===== src/rtl/mc_ctrl.sv =====
// Multi-cycle MIPS-subset control unit: Moore FSM sequencing FETCH/DCD and the
// per-class execute states, decoding datapath controls from the held IR fields.
module mc_ctrl (
    input  logic       clk,
    input  logic       rst,
    input  logic [5:0] op,
    input  logic [5:0] funct,
    input  logic       zero,
    input  logic       OF,
    output logic       PCWr,
    output logic       IRWr,
    output logic [1:0] NPCSel,
    output logic       RFWr,
    output logic       RegDst,
    output logic       WDSel,
    output logic       ExtOp,
    output logic       ALUSrc,
    output logic [2:0] ALUctr,
    output logic       DMWr,
    output logic [3:0] state
);

    typedef enum logic [3:0] {
        S_FETCH = 4'd0,
        S_DCD   = 4'd1,
        S_MA    = 4'd2,
        S_MR    = 4'd3,
        S_MWB   = 4'd4,
        S_MW    = 4'd5,
        S_EXE   = 4'd6,
        S_AWB   = 4'd7,
        S_BR    = 4'd8,
        S_JMP   = 4'd9
    } state_e;

    localparam logic [5:0] OP_RTYPE = 6'b000000;
    localparam logic [5:0] OP_ADDI  = 6'b001000;
    localparam logic [5:0] OP_ORI   = 6'b001101;
    localparam logic [5:0] OP_LUI   = 6'b001111;
    localparam logic [5:0] OP_LW    = 6'b100011;
    localparam logic [5:0] OP_SW    = 6'b101011;
    localparam logic [5:0] OP_BEQ   = 6'b000100;
    localparam logic [5:0] OP_J     = 6'b000010;

    localparam logic [5:0] FN_ADD   = 6'b100000;
    localparam logic [5:0] FN_ADDU  = 6'b100001;
    localparam logic [5:0] FN_SUBU  = 6'b100011;
    localparam logic [5:0] FN_SLT   = 6'b101010;

    localparam logic [2:0] ALU_ADD  = 3'b000;
    localparam logic [2:0] ALU_SUB  = 3'b001;
    localparam logic [2:0] ALU_OR   = 3'b010;
    localparam logic [2:0] ALU_LUI  = 3'b011;
    localparam logic [2:0] ALU_SLT  = 3'b100;

    state_e state_q, state_d;

    logic is_rtype, r_add, r_addu, r_subu, r_slt, r_ok;
    logic is_addi, is_ori, is_lui, is_lw, is_sw, is_beq, is_j;
    logic is_alu_op, ovf_trap;
    logic [2:0] exe_alu;

    always_comb begin
        is_rtype  = (op == OP_RTYPE);
        r_add     = is_rtype && (funct == FN_ADD);
        r_addu    = is_rtype && (funct == FN_ADDU);
        r_subu    = is_rtype && (funct == FN_SUBU);
        r_slt     = is_rtype && (funct == FN_SLT);
        r_ok      = r_add || r_addu || r_subu || r_slt;
        is_addi   = (op == OP_ADDI);
        is_ori    = (op == OP_ORI);
        is_lui    = (op == OP_LUI);
        is_lw     = (op == OP_LW);
        is_sw     = (op == OP_SW);
        is_beq    = (op == OP_BEQ);
        is_j      = (op == OP_J);
        is_alu_op = r_ok || is_addi || is_ori || is_lui;
        // Only the trapping adds drop their writeback on signed overflow.
        ovf_trap  = (r_add || is_addi) && OF;
    end

    always_comb begin
        exe_alu = ALU_ADD;
        if (r_subu)      exe_alu = ALU_SUB;
        else if (r_slt)  exe_alu = ALU_SLT;
        else if (is_ori) exe_alu = ALU_OR;
        else if (is_lui) exe_alu = ALU_LUI;
    end

    always_ff @(posedge clk or posedge rst) begin
        if (rst) state_q <= S_FETCH;
        else     state_q <= state_d;
    end

    always_comb begin
        state_d = S_FETCH;
        case (state_q)
            S_FETCH: state_d = S_DCD;
            S_DCD: begin
                if (is_lw || is_sw)  state_d = S_MA;
                else if (is_alu_op)  state_d = S_EXE;
                else if (is_beq)     state_d = S_BR;
                else if (is_j)       state_d = S_JMP;
                else                 state_d = S_FETCH;
            end
            S_MA:    state_d = is_lw ? S_MR : S_MW;
            S_MR:    state_d = S_MWB;
            S_MWB:   state_d = S_FETCH;
            S_MW:    state_d = S_FETCH;
            S_EXE:   state_d = S_AWB;
            S_AWB:   state_d = S_FETCH;
            S_BR:    state_d = S_FETCH;
            S_JMP:   state_d = S_FETCH;
            default: state_d = S_FETCH;
        endcase
    end

    // Reset masks every control, so FETCH strobes cannot fire while rst is high.
    always_comb begin
        PCWr   = 1'b0;
        IRWr   = 1'b0;
        NPCSel = 2'b00;
        RFWr   = 1'b0;
        RegDst = 1'b0;
        WDSel  = 1'b0;
        ExtOp  = 1'b0;
        ALUSrc = 1'b0;
        ALUctr = ALU_ADD;
        DMWr   = 1'b0;
        if (!rst) begin
            case (state_q)
                S_FETCH: begin
                    PCWr = 1'b1;
                    IRWr = 1'b1;
                end
                S_MA, S_MR: begin
                    ALUSrc = 1'b1;
                    ExtOp  = 1'b1;
                end
                S_MW: begin
                    ALUSrc = 1'b1;
                    ExtOp  = 1'b1;
                    DMWr   = 1'b1;
                end
                S_MWB: begin
                    ALUSrc = 1'b1;
                    ExtOp  = 1'b1;
                    RFWr   = 1'b1;
                    WDSel  = 1'b1;
                end
                S_EXE, S_AWB: begin
                    ALUctr = exe_alu;
                    ALUSrc = is_addi || is_ori || is_lui;
                    ExtOp  = is_addi;
                    RegDst = is_rtype;
                    RFWr   = (state_q == S_AWB) && !ovf_trap;
                end
                S_BR: begin
                    ALUctr = ALU_SUB;
                    NPCSel = 2'b01;
                    PCWr   = zero;
                end
                S_JMP: begin
                    PCWr   = 1'b1;
                    NPCSel = 2'b10;
                end
                default: ;
            endcase
        end
    end

    assign state = state_q;

endmodule


===== config.mk =====
export PLATFORM = sky130hd
export DESIGN_NAME = mc_ctrl
export DESIGN_NICKNAME = d
export VERILOG_FILES = /design/src/rtl/mc_ctrl.sv
export SDC_FILE = /design/constraint.sdc
export NUM_CORES = 1
export LEC_CHECK = 0
export ABC_AREA = 1
export BUFFER_PORTS_ARGS = -buffer_cell sky130_fd_sc_hd__buf_2
export CORE_UTILIZATION = 27
export DETAILED_ROUTE_END_ITERATION = 12
export SLEW_MARGIN = 25
export SYNTH_ARGS = -nofsm -noshare
export SYNTH_HDL_FRONTEND = slang
export SYNTH_SLANG_ARGS = --single-unit

===== constraint.sdc =====
create_clock -name clk -period 3.8 [get_ports clk]
set_input_delay 0.76 -clock clk [delete_from_list [all_inputs] [get_ports clk]]
set_output_delay 0.76 -clock clk [all_outputs]
set_load 0.05 [all_outputs]

# After elaboration in Yosys (flattened, before gate mapping)
# Index checks and enable logic that the tools add are counted.
dict set report word_totals {
  register_bits 4
  in_bits 16
  output_inout_bits 17
}
dict set report op_classes {
  n_eq_ne 20
  muxes 30
  n_reduce_logical 22
}
# cell n
set ops {}
lappend ops {{6-bit equality test (second input constant)} 6}
lappend ops {{4-bit one-hot mux with 5 select lines} 1}
lappend ops {{6-bit by 4-bit equality test with 1-bit output (second input constant)} 3}
lappend ops {{4-bit by 3-bit equality test with 1-bit output (second input constant)} 4}
lappend ops {{4-bit 2-to-1 mux} 4}
lappend ops {{1-bit 2-to-1 mux} 12}
lappend ops {{3-bit 2-to-1 mux} 4}
lappend ops {{1-bit logical OR} 10}
lappend ops {{4-bit by 2-bit equality test with 1-bit output (second input constant)} 2}
lappend ops {{4-bit equality test (second input constant)} 2}
lappend ops {{1-bit one-hot mux with 2 select lines} 4}
lappend ops {{6-bit by 2-bit equality test with 1-bit output (second input constant)} 1}
lappend ops {{6-bit by 3-bit equality test with 1-bit output (second input constant)} 1}
lappend ops {{1-bit logical AND} 6}
lappend ops {{6-bit zero test} 1}
lappend ops {{2-bit 2-to-1 mux} 3}
lappend ops {{3-bit one-hot mux with 2 select lines} 1}
lappend ops {{4-bit by 1-bit equality test with 1-bit output (second input constant)} 1}
lappend ops {{4-bit zero test} 1}
lappend ops {{2-bit one-hot mux with 2 select lines} 1}
lappend ops {{2-bit OR reduction} 2}
lappend ops {{4-bit OR reduction} 1}
lappend ops {{1-bit zero test} 1}

# Depth between registers and ports, before layout
# Gate-level depths: netlist of the first run.
dict set report depth {
  word_depth 11
  mapped_depth 9
  depth_no_buf 9
}

# Worst setup path before layout of the first run
# No wires, ideal clock.
dict set report synth_path {
  path_kind {input to output}
  start {in rst}
  end {out PCWr}
  t_arrival_ps 2243
  required_ps 3040
  path_slack_ps 797
  path_stages 4
  path_buffers 1
  path_cell_list {buf_2 inv_1 nand2_1 o21ai_0}
}
dict set report synth_via {
  elab_chain_cells 1
}
# element line_no
set synth_rtl {}
lappend synth_rtl {{start, declared} 5} ;# input logic rst,
lappend synth_rtl {{1-bit 2-to-1 mux} 130} ;# if (!rst) begin
lappend synth_rtl {{end, declared} 10} ;# output logic PCWr,
# No other way between the ends.

# Worst setup path in the final report of the first run
dict set report layout_path {
  start {in op[5]}
  end {out ALUSrc}
}
dict set report layout_via {
  elab_chain_cells 5
  elab_cells_between_ends 7
  cone_classes {eq/ne (3); mux (2); reduce/logical (2)}
}
# element line_no
set layout_rtl {}
lappend layout_rtl {{start, declared} 6} ;# input logic [5:0] op,
lappend layout_rtl {{6-bit by 4-bit equality test with 1-bit output (on tied branches)} {70, 71}}
lappend layout_rtl {{1-bit logical OR} 153} ;# ALUSrc = is_addi || is_ori || is_lui;
lappend layout_rtl {{1-bit logical OR *} 153}
lappend layout_rtl {{1-bit one-hot mux with 2 select lines *} 131} ;# case (state_q)
lappend layout_rtl {{1-bit 2-to-1 mux *} 130}
lappend layout_rtl {{end, declared} 17} ;# output logic ALUSrc,
# Every way passes the cells marked *; elsewhere a longest branch is shown, timed or not.

==> results_dict.tcl, run 1 <==
set metrics [dict create \
    setup-violations-final 0 \
    die_y_um 49.1 \
    grt_pass1_wl_um 2620 \
    max_slew_margin 0.810 \
    seq_area_frac_synth 0.167 \
    crit_path_end_kind "primary output" \
    grt_overflow_total 0 \
    maxCapViolations 0 \
    worstSetupPathType "in2out" \
    critPathLaunchType "input pin" \
    ys_ff_latch 4 \
    worstPathMaxFanout 6 \
    largest_reg_flops 4 \
    fp.dieW_um 49.1 \
    fin_area_um2 811 \
    grt_pass1_vias 642 \
    fmax_mhz 381 \
    track_usage 0.139 \
    crit_start "op[5]" \
    antenna_left 0 \
    crit-reg2reg-launch "state[1]" \
    switching_share 0.555 \
    portBuffers 32 \
    slew_viol_final 0 \
    cts_setup_buffers 0 \
    grt_max_degree 10 \
    numCtsBuffers 3 \
    ctsHoldBuffers 0 \
    rsz0062_at_grt "false" \
    finalCritPeriodShare 0.691 \
    p_per_area_nw_per_um2 360 \
    placed_cells 161 \
    place_worst_setup_slack_ns 1.17 \
    switchingPower_w 0.000162 \
    post_dp_cell_area_um2 788 \
    drt_iter0_markers 17 \
    h-tree-depth 1 \
    cts_sinks 4 \
    arrival_ns 1.87 \
    core_um2 2020 \
    dr.pass1.iters 4 \
    antenna_found_initial 0 \
    cts_buffer_depth 2 \
    p_comb_frac 0.616 \
    vdd_drop_max_mv 0.172 \
    diodes 0 \
    start_util 0.296 \
    dieArea_um2 2410 \
    min_path_type "in2async" \
    power.total_w 0.000292 \
    finClkSkew_ns 0.00331 \
    syn_area_per_cell_um2 5.82 \
    syn_to_final_growth_pct 35.3 \
    synthCells 103 \
    num_rows 16 \
    hpwlAfterDp_um 1300 \
    instances_no_fill 164 \
    ios 33 \
    hold_violations 0 \
    cts-root-buf "clkbuf_4" \
    viasPerCell 4.51 \
    rr_worst_depth 4 \
    num_vias 739 \
    fin_ws_ns 1.17 \
    pwr-share-clk 0.176 \
    ctsResizeCount 0 \
    synthesis.nets 119 \
    required_ns 3.04 \
    drive_gt1_frac 0.401 \
    p_int_w 0.000130 \
    period_needed_ns 2.63 \
    clkTransAtPathRegs_ns 0.04 \
    clock_latency_ns 0.23 \
    status "finished clean" \
    synth_cell_type_count 25 \
    p_leak_nw 0.428 \
    final.setup.tns_ns 0 \
    nets 155 \
    cts_tree "done" \
    drc 0 \
    post_drt_wl_per_cell_um 9.07 \
    gp_congestion 0.805 \
    routed_wl_um 1490 \
    netlist_area_um2 599 \
    worstMarginPinSlew_ns 0.284 \
    synth_warnings 0 \
    seqPwrFrac 0.208 \
]
## final cells by class
type,count,area [um2]
clock buffer,3,22.5
fill,245,1210
inverter,14,52.6
multi-input combinational,84,442
sequential,4,100
tap,27,33.8
timing repair buffer,32,160
## synth_stat cells
cell | count | area [um2]
a21oi_1 | 1 | 5.00
a21oi_2 | 1 | 8.76
a31oi_1 | 1 | 6.26
buf_2 | 1 | 5.00
dfrtp_1 | 4 | 100
inv_1 | 11 | 41.3
inv_2 | 3 | 11.3
nand2_1 | 22 | 82.6
nand2_2 | 3 | 18.8
nand3_1 | 7 | 35.0
nand3_2 | 1 | 10.0
nand3b_1 | 1 | 7.51
nand4_1 | 2 | 12.5
nor2_1 | 22 | 82.6
nor2_2 | 6 | 37.5
nor2_4 | 3 | 33.8
nor3_1 | 2 | 10.0
nor3_4 | 1 | 16.3
nor3b_1 | 1 | 7.51
nor3b_2 | 1 | 12.5
o2111ai_1 | 1 | 8.76
o21ai_0 | 3 | 15.0
o21ai_1 | 2 | 10.0
o21ai_2 | 1 | 8.76
or2_1 | 2 | 12.5
## power by group through the flow
stage / logic [W] / clock network [W] / registers [W]
after floorplan: 0.000108 / 0 / 0.0000881
after global placement: 0.000179 / 0 / 0.0000609
after detailed placement: 0.000180 / 0 / 0.0000610
after CTS: 0.000181 / 0.0000530 / 0.0000606
after global routing: 0.000196 / 0.0000571 / 0.0000616
final: 0.000180 / 0.0000512 / 0.0000606
## metal layers
metal  vias to the layer above  routed length, um  part of all wire  global-route usage
li1                        393                  -                 -                   -
met1                       323                684              0.46               0.174
met2                        19                704              0.47               0.226
met3                         4                 83             0.056              0.0405
met4                         0                 14            0.0094              0.0441
met5                         -                  0                 0                   0
## through the flow
| stage | hold WS [ns] | utilization |
|---|---|---|
| 3_3_place_gp | 0.581 | 0.390 |
| 5_1_grt | 0.529 | 0.401 |
| 2_1_floorplan | 0.713 | - |
| 6_report | 0.513 | 0.401 |
| 3_5_place_dp | 0.588 | 0.390 |
| 4_1_cts | 0.511 | 0.401 |
## kinds of logic (layout without fill, tap and decap cells)
family / count (synthesis) / count (layout) / synth area share
flip-flops: 4 / 4 / 0.167
buffers and inverters: 15 / 49 / 0.0960
AND/OR/NAND/NOR: 74 / 74 / 0.633
AO/OA/AOI/OAI: 10 / 10 / 0.104
## final timing paths
kind                             to  slack (ns)
max                          ALUSrc        1.17
min reg2reg                state[2]        0.60
max reg2reg                state[3]        2.56
max in group asynchronous  state[1]        3.11
min in group clk           state[2]        0.60
min                        state[0]        0.51
## worst max-delay path, cell delays in order
cell,delay [ns]
buf_2,0.12
nor2_4,0.17
nand2_2,0.08
nor3_4,0.17
nand2_2,0.07
a21oi_2,0.14
or2_1,0.11
buf_2,0.25
## placed cells by master, fill, tap and decap left out
master,n
buf_2,32
nor2_1,22
nand2_1,22
inv_1,11
nand3_1,7
nor2_2,6
dfrtp_1,4
nor2_4,3
inv_2,3
nand2_2,3
o21ai_0,3
clkbuf_4,3
nand4_1,2
or2_1,2
nor3_1,2
o21ai_1,2
nand3_2,1
nor3_4,1
nor3b_2,1
nand3b_1,1
a31oi_1,1
nor3b_1,1
a21oi_1,1
o21ai_2,1
a21oi_2,1
o2111ai_1,1
(Power assumes the default switching activity.)
==> inputs of run 2 (changes only) <==
--- a/config.mk
+++ b/config.mk
@@ -5,7 +5,7 @@
 export SDC_FILE = /design/constraint.sdc
 export NUM_CORES = 1
 export LEC_CHECK = 0
-export ABC_AREA = 1
+export ABC_AREA = 0
 export BUFFER_PORTS_ARGS = -buffer_cell sky130_fd_sc_hd__buf_2
 export CORE_UTILIZATION = 27
 export DETAILED_ROUTE_END_ITERATION = 12
==> constraint.sdc (replaced) <==
create_clock -name clk -period 2.3 [get_ports clk]
set_input_delay 0.46 -clock clk [delete_from_list [all_inputs] [get_ports clk]]
set_output_delay 0.46 -clock clk [all_outputs]
set_load 0.05 [all_outputs]
==> run 2 against run 1 <==
  * Worst hold slack worse by 0.36 ns
  * Synthesized cell count down 32%
  * Utilization up 5.1 points
  * Final cell count down 20%
  * Via count down 8.7%
  * Power up 70%
  * Sequential share of layout area up 0.33 points
  * Global-route usage up 1.1 points
  * Clock-buffer cell count unchanged
  * Flip-flop and latch count unchanged
  * Critical path depth down 3
  * Setup slack worse by 1.1 ns
  * Highest routed layer is now met3
==> results_dict.tcl, run 2 <==
set metrics [dict create \
    max_slew_margin 0.669 \
    dieArea_um2 2070 \
    drt_iter0_markers 13 \
    cts_buffer_depth 2 \
    antenna_found_initial 0 \
    synth_ff_type "dfrtp_1" \
    hold_violations 0 \
    clock_latency_ns 0.23 \
    crit_path_end_kind "primary output" \
    clkTransAtPathRegs_ns 0.04 \
    post_dp_cell_area_um2 761 \
    numCtsBuffers 3 \
    worstPathMaxFanout 10 \
    final_common_cell "buf_2" \
    num_rows 15 \
    period_needed_ns 2.19 \
    syn_to_final_growth_pct 54.7 \
    fin_ws_ns 0.114 \
    yosys-top-cells-area "dfrtp_1 20%, nor3_1 5.9%, and4bb_1 4.9%" \
    hpwlAfterDp_um 1210 \
    utilization 0.452 \
    arrival_ns 1.73 \
    n_fill_cell 191 \
    synthCells 70 \
    synthesis.nets 86 \
    layout_common_cells "32 x buf_2, 6 x nor2_1, 5 x buf_4" \
    ys_ff_latch 4 \
    num_vias 675 \
    p_per_area_nw_per_um2 628 \
    routed_wl_um 1460 \
    fin_area_um2 790 \
    fp.dieW_um 45.5 \
    finalCritPeriodShare 0.951 \
    p_leak_nw 0.391 \
    synth_cell_type_count 34 \
    largest_reg_flops 4 \
    die_y_um 45.5 \
    slowest_delay_ns 0.51 \
    portBuffers 32 \
    final.setup.tns_ns 0 \
    required_ns 1.84 \
    synth_top_area_cell "dfrtp_1" \
    cts_tree "done" \
    fmax_mhz 457 \
    grt_overflow_total 0 \
    crit_start "state[3]" \
    critPathLaunchType "flip-flop" \
    async_flop_share 1.00 \
    rsz0062_at_grt "false" \
    netlist_area_um2 510 \
    synth_top_cell_area_share 0.196 \
    grt_pass1_vias 547 \
    worstMarginPinSlew_ns 0.496 \
    track_usage 0.150 \
    seq_area_frac_synth 0.196 \
    ctsHoldBuffers 0 \
    power.total_w 0.000496 \
    dr.pass1.iters 4 \
    maxCapViolations 0 \
    gp_congestion 0.786 \
    antenna_left 0 \
    diodes 0 \
    ios 33 \
    start_util 0.292 \
    viasPerCell 5.11 \
    netlist_top_cells_count "6 x nor2_1, 6 x nor3_1" \
    drive_gt1_frac 0.467 \
    status "finished clean" \
    grt_pass1_wl_um 2320 \
    core_um2 1750 \
    syn_area_per_cell_um2 7.29 \
    worstSetupPathType "reg2out" \
    synth_edf_count 0 \
    h-tree-depth 1 \
    nets 125 \
    crit-reg2reg-launch "state[0]" \
    cts-root-buf "clkbuf_4" \
    seqCellArea_um2 100 \
    grt_max_degree 13 \
    synth_warnings 0 \
    vdd_drop_max_mv 0.398 \
    place_worst_setup_slack_ns 0.0904 \
    cts_sinks 4 \
    finClkSkew_ns 0.00228 \
    path_cells "or3b_1, nor3_4, a21oi_1, o21ai_2, buf_2" \
    setup-violations-final 0 \
    slew_viol_final 0 \
    multi_input_area_um2 419 \
    rrSetupSlack_ns 0.81 \
    min_path_type "in2async" \
    slowest_stage "dfrtp_1" \
    drc 0 \
    post_drt_wl_per_cell_um 11.1 \
]
==> run 2: cell types whose count changed after synthesis, moves of 3 or more <==
| cell | previous run | this run |
|---|---|---|
| nand2_2 | 3 | 0 |
| inv_1 | 11 | 4 |
| nor3_1 | 2 | 6 |
| o21ai_0 | 3 | 0 |
| nand3_1 | 7 | 4 |
| nor2_4 | 3 | 0 |
| nor2_1 | 22 | 6 |
| nor2_2 | 6 | 0 |
| nand2_1 | 22 | 4 |
==> run 2: final cells by class <==
cell class,count,share of cell area
Multi-Input combinational cell,58,0.531
Timing Repair Buffer,37,0.250
Sequential cell,4,0.127
Tap cell,25,0.0396
Clock buffer,3,0.0285
Inverter,5,0.0238
==> run 2: final timing paths <==
kind,to,depth (start not counted)
setup / recovery,ALUctr[0],5
hold / removal,state[0],2
setup reg to reg,state[2],4
hold reg to reg,state[0],1
max in group asynchronous,state[2],2
min in group clk,state[3],2
==> run 2: power by group <==
group / total (W) / switching (W) / internal (W)
combinational: 0.000286 / 0.000192 / 0.0000945
sequential: 0.000129 / 0.0000461 / 0.0000825
clock: 0.0000813 / 0.0000233 / 0.0000580
total: 0.000496 / 0.000261 / 0.000235
==> run 2: routing by layer <==
metal	part of all wire	GRT usage	vias to the layer above
li1	-	-	340
met1	0.48	0.210	313
met2	0.47	0.237	22
met3	0.051	0.0238	0
met4	0	0.0364	0
met5	0	0	-
==> run 2: cells by family (layout without fill, tap and decap cells) <==
family                 after synthesis  in the layout  synth area share
buffers and inverters                8             45            0.0686
AND/OR/NAND/NOR                     40             40             0.478
flip-flops                           4              4             0.196
XOR/XNOR                             2              2            0.0343
AO/OA/AOI/OAI                       16             16             0.223
==> run 2: critical path, delay by kind of cell, from the launching register on <==
kind / cells / cell delay [ns]
compound gates: 2 / 0.13
flops: 1 / 0.51
buf+inv: 1 / 0.27
simple gates: 2 / 0.59
==> run 2: per-stage QoR <==
stage                     instances  hold slack [ns]
after floorplan                  70            0.226
after global placement          129            0.388
after detailed placement        129            0.390
after CTS                       132            0.149
after global routing            132            0.163
final                           132            0.151
==> run 2: timing repair <==
action                     in CTS  in global routing
resized for setup               0                  1
setup buffers                   0                  0
setup endpoints to repair       0                  1
==> inputs of run 3 (changes only) <==
--- a/config.mk
+++ b/config.mk
@@ -7,6 +7,7 @@
 export LEC_CHECK = 0
 export ABC_AREA = 0
 export BUFFER_PORTS_ARGS = -buffer_cell sky130_fd_sc_hd__buf_2
+export CORE_MARGIN = 2
 export CORE_UTILIZATION = 27
 export DETAILED_ROUTE_END_ITERATION = 12
 export SLEW_MARGIN = 25
==> run 3 against run 2 <==
  * Global-route usage shrank 0.47 points
  * Final area increased by 0.32%
  * Largest power group unchanged
  * Critical path depth did not move
  * Power rose by 1.5%
  * Setup slack about the same
  * Die area up 9.0%
  * Clock skew up 0.0034 ns
  * Via count grew 1.2%
  * Combinational power barely moved
  * Sequential power is essentially flat
  * Final cell count unchanged
  * Highest routed layer is now met4
  * Flip-flop and latch count did not move
==> results_dict.tcl, run 3 (synthesis gave the netlist of run 2 again) <==
set metrics [dict create \
    layout_common_cells "31 x buf_2, 6 x nor2_1, 5 x buf_4" \
    start_util 0.292 \
    drive_gt1_frac 0.467 \
    drt_iter0_markers 19 \
    numCtsBuffers 3 \
    rsz0062_at_grt "false" \
    nets 125 \
    worstMarginPinSlew_ns 0.507 \
    dieArea_um2 2250 \
    grt_overflow_total 0 \
    h-tree-depth 1 \
    ctsHoldBuffers 0 \
    gp_congestion 0.780 \
    core_um2 1750 \
    largest_reg_flops 4 \
    switchingPower_w 0.000268 \
    vdd_drop_max_mv 0.296 \
    maxCapViolations 0 \
    p_leak_nw 0.391 \
    pwr-share-clk 0.172 \
    cts_tree "done" \
    grt_pass1_wl_um 2360 \
    finalCritPeriodShare 0.951 \
    arrival_ns 1.73 \
    clock_latency_ns 0.24 \
    clkTransAtPathRegs_ns 0.04 \
    dr.pass1.iters 4 \
    antenna_left 0 \
    diodes 0 \
    syn_to_final_growth_pct 55.1 \
    slew_viol_final 0 \
    antenna_found_initial 0 \
    post_dp_cell_area_um2 761 \
    grt_max_degree 13 \
    die_y_um 47.5 \
    cts_buffer_depth 2 \
    routed_wl_um 1580 \
    crit_start "state[3]" \
    critPathLaunchType "flip-flop" \
    grt_pass1_vias 579 \
    post_drt_wl_per_cell_um 12.0 \
    cts_setup_buffers 0 \
    finClkSkew_ns 0.00566 \
    worstPathMaxFanout 10 \
    period_needed_ns 2.19 \
    num_vias 683 \
    cts-root-buf "clkbuf_4" \
    fmax_mhz 457 \
    switching_share 0.532 \
    p_comb_frac 0.573 \
    status "finished clean" \
    crit-reg2reg-launch "state[0]" \
    max_slew_margin 0.662 \
    hpwlAfterDp_um 1250 \
    viasPerCell 5.17 \
    holdWs_ns 0.138 \
    power.total_w 0.000503 \
    min_path_type "in2async" \
    n_fill_cell 189 \
    num_rows 15 \
    p_per_area_nw_per_um2 635 \
    cts_sinks 4 \
    fin_area_um2 792 \
    worstSetupPathType "reg2out" \
    ios 33 \
    crit_path_end_kind "primary output" \
    fp.dieW_um 47.5 \
    track_usage 0.145 \
    seqPwrFrac 0.255 \
    required_ns 1.84 \
    final_common_cell "buf_2" \
    p_int_w 0.000235 \
    final.setup.tns_ns 0 \
    drc 0 \
    hold_violations 0 \
    setup-violations-final 0 \
    portBuffers 32 \
]
[run 3: changes by cell type in the layout (fill, tap and decap cells not counted), sizes merged]
cell    before  now
buf         37   36
clkbuf       3    4
[run 3: what timing repair did]
| item | in CTS | in global routing |
|---|---|---|
| endpoints found under the setup margin | 0 | 2 |
| endpoints found under the hold margin | 0 | 0 |
| gates resized for setup | 0 | 2 |
[run 3: final cells by class]
cell class              count  area [um2]  share of cell area
multi-input cells          58         419               0.529
flip-flops and latches      4         100               0.126
repair buffers             37         200               0.253
inverters                   5        18.8              0.0237
well taps                  25        31.3              0.0395
clock buffers               3        22.5              0.0284
[run 3: final timing paths]
kind / endpoint / slack, ns / cells after the start
max reg2reg: state[3] / 0.75 / 3
min reg2reg: state[0] / 0.61 / 1
min: state[3] / 0.14 / 2
max in group asynchronous: state[1] / 2.02 / 2
min in group clk: state[3] / 0.47 / 2
max: ALUctr[0] / 0.11 / 5
[run 3: power groups by stage]
stage / registers [W] / logic [W] / clock network, W
global placement: 0.000128 / 0.000287 / 0
floorplan: 0.000136 / 0.000208 / 0
CTS: 0.000128 / 0.000288 / 0.0000891
global route: 0.000135 / 0.000312 / 0.0000929
detailed placement: 0.000130 / 0.000287 / 0
finish: 0.000128 / 0.000288 / 0.0000867
[run 3: metal layers]
layer | vias to the layer above | part of all wire | track usage
met3 | 2 | 0.091 | 0.0151
met4 | 0 | 0.0089 | 0.0667
li1 | 342 | - | -
met5 | - | 0 | 0
met1 | 310 | 0.42 | 0.193
met2 | 29 | 0.48 | 0.235
[run 3: stage by stage]
stage	worst slack (ns)	util	cells
final	0.114	0.454	132
after global routing	0.00658	0.454	132
after CTS	0.0663	0.449	132
after detailed placement	0.105	0.436	129
after global placement	0.0926	0.436	129
after floorplan	-0.207	-	70
[run 3: critical path: stages, from the launching register on]
cell and delay [ns]:
dfrtp_1 0.47, and4bb_1 0.37, and4_1 0.24, a21oi_1 0.09
o21ai_2 0.05, buf_2 0.27
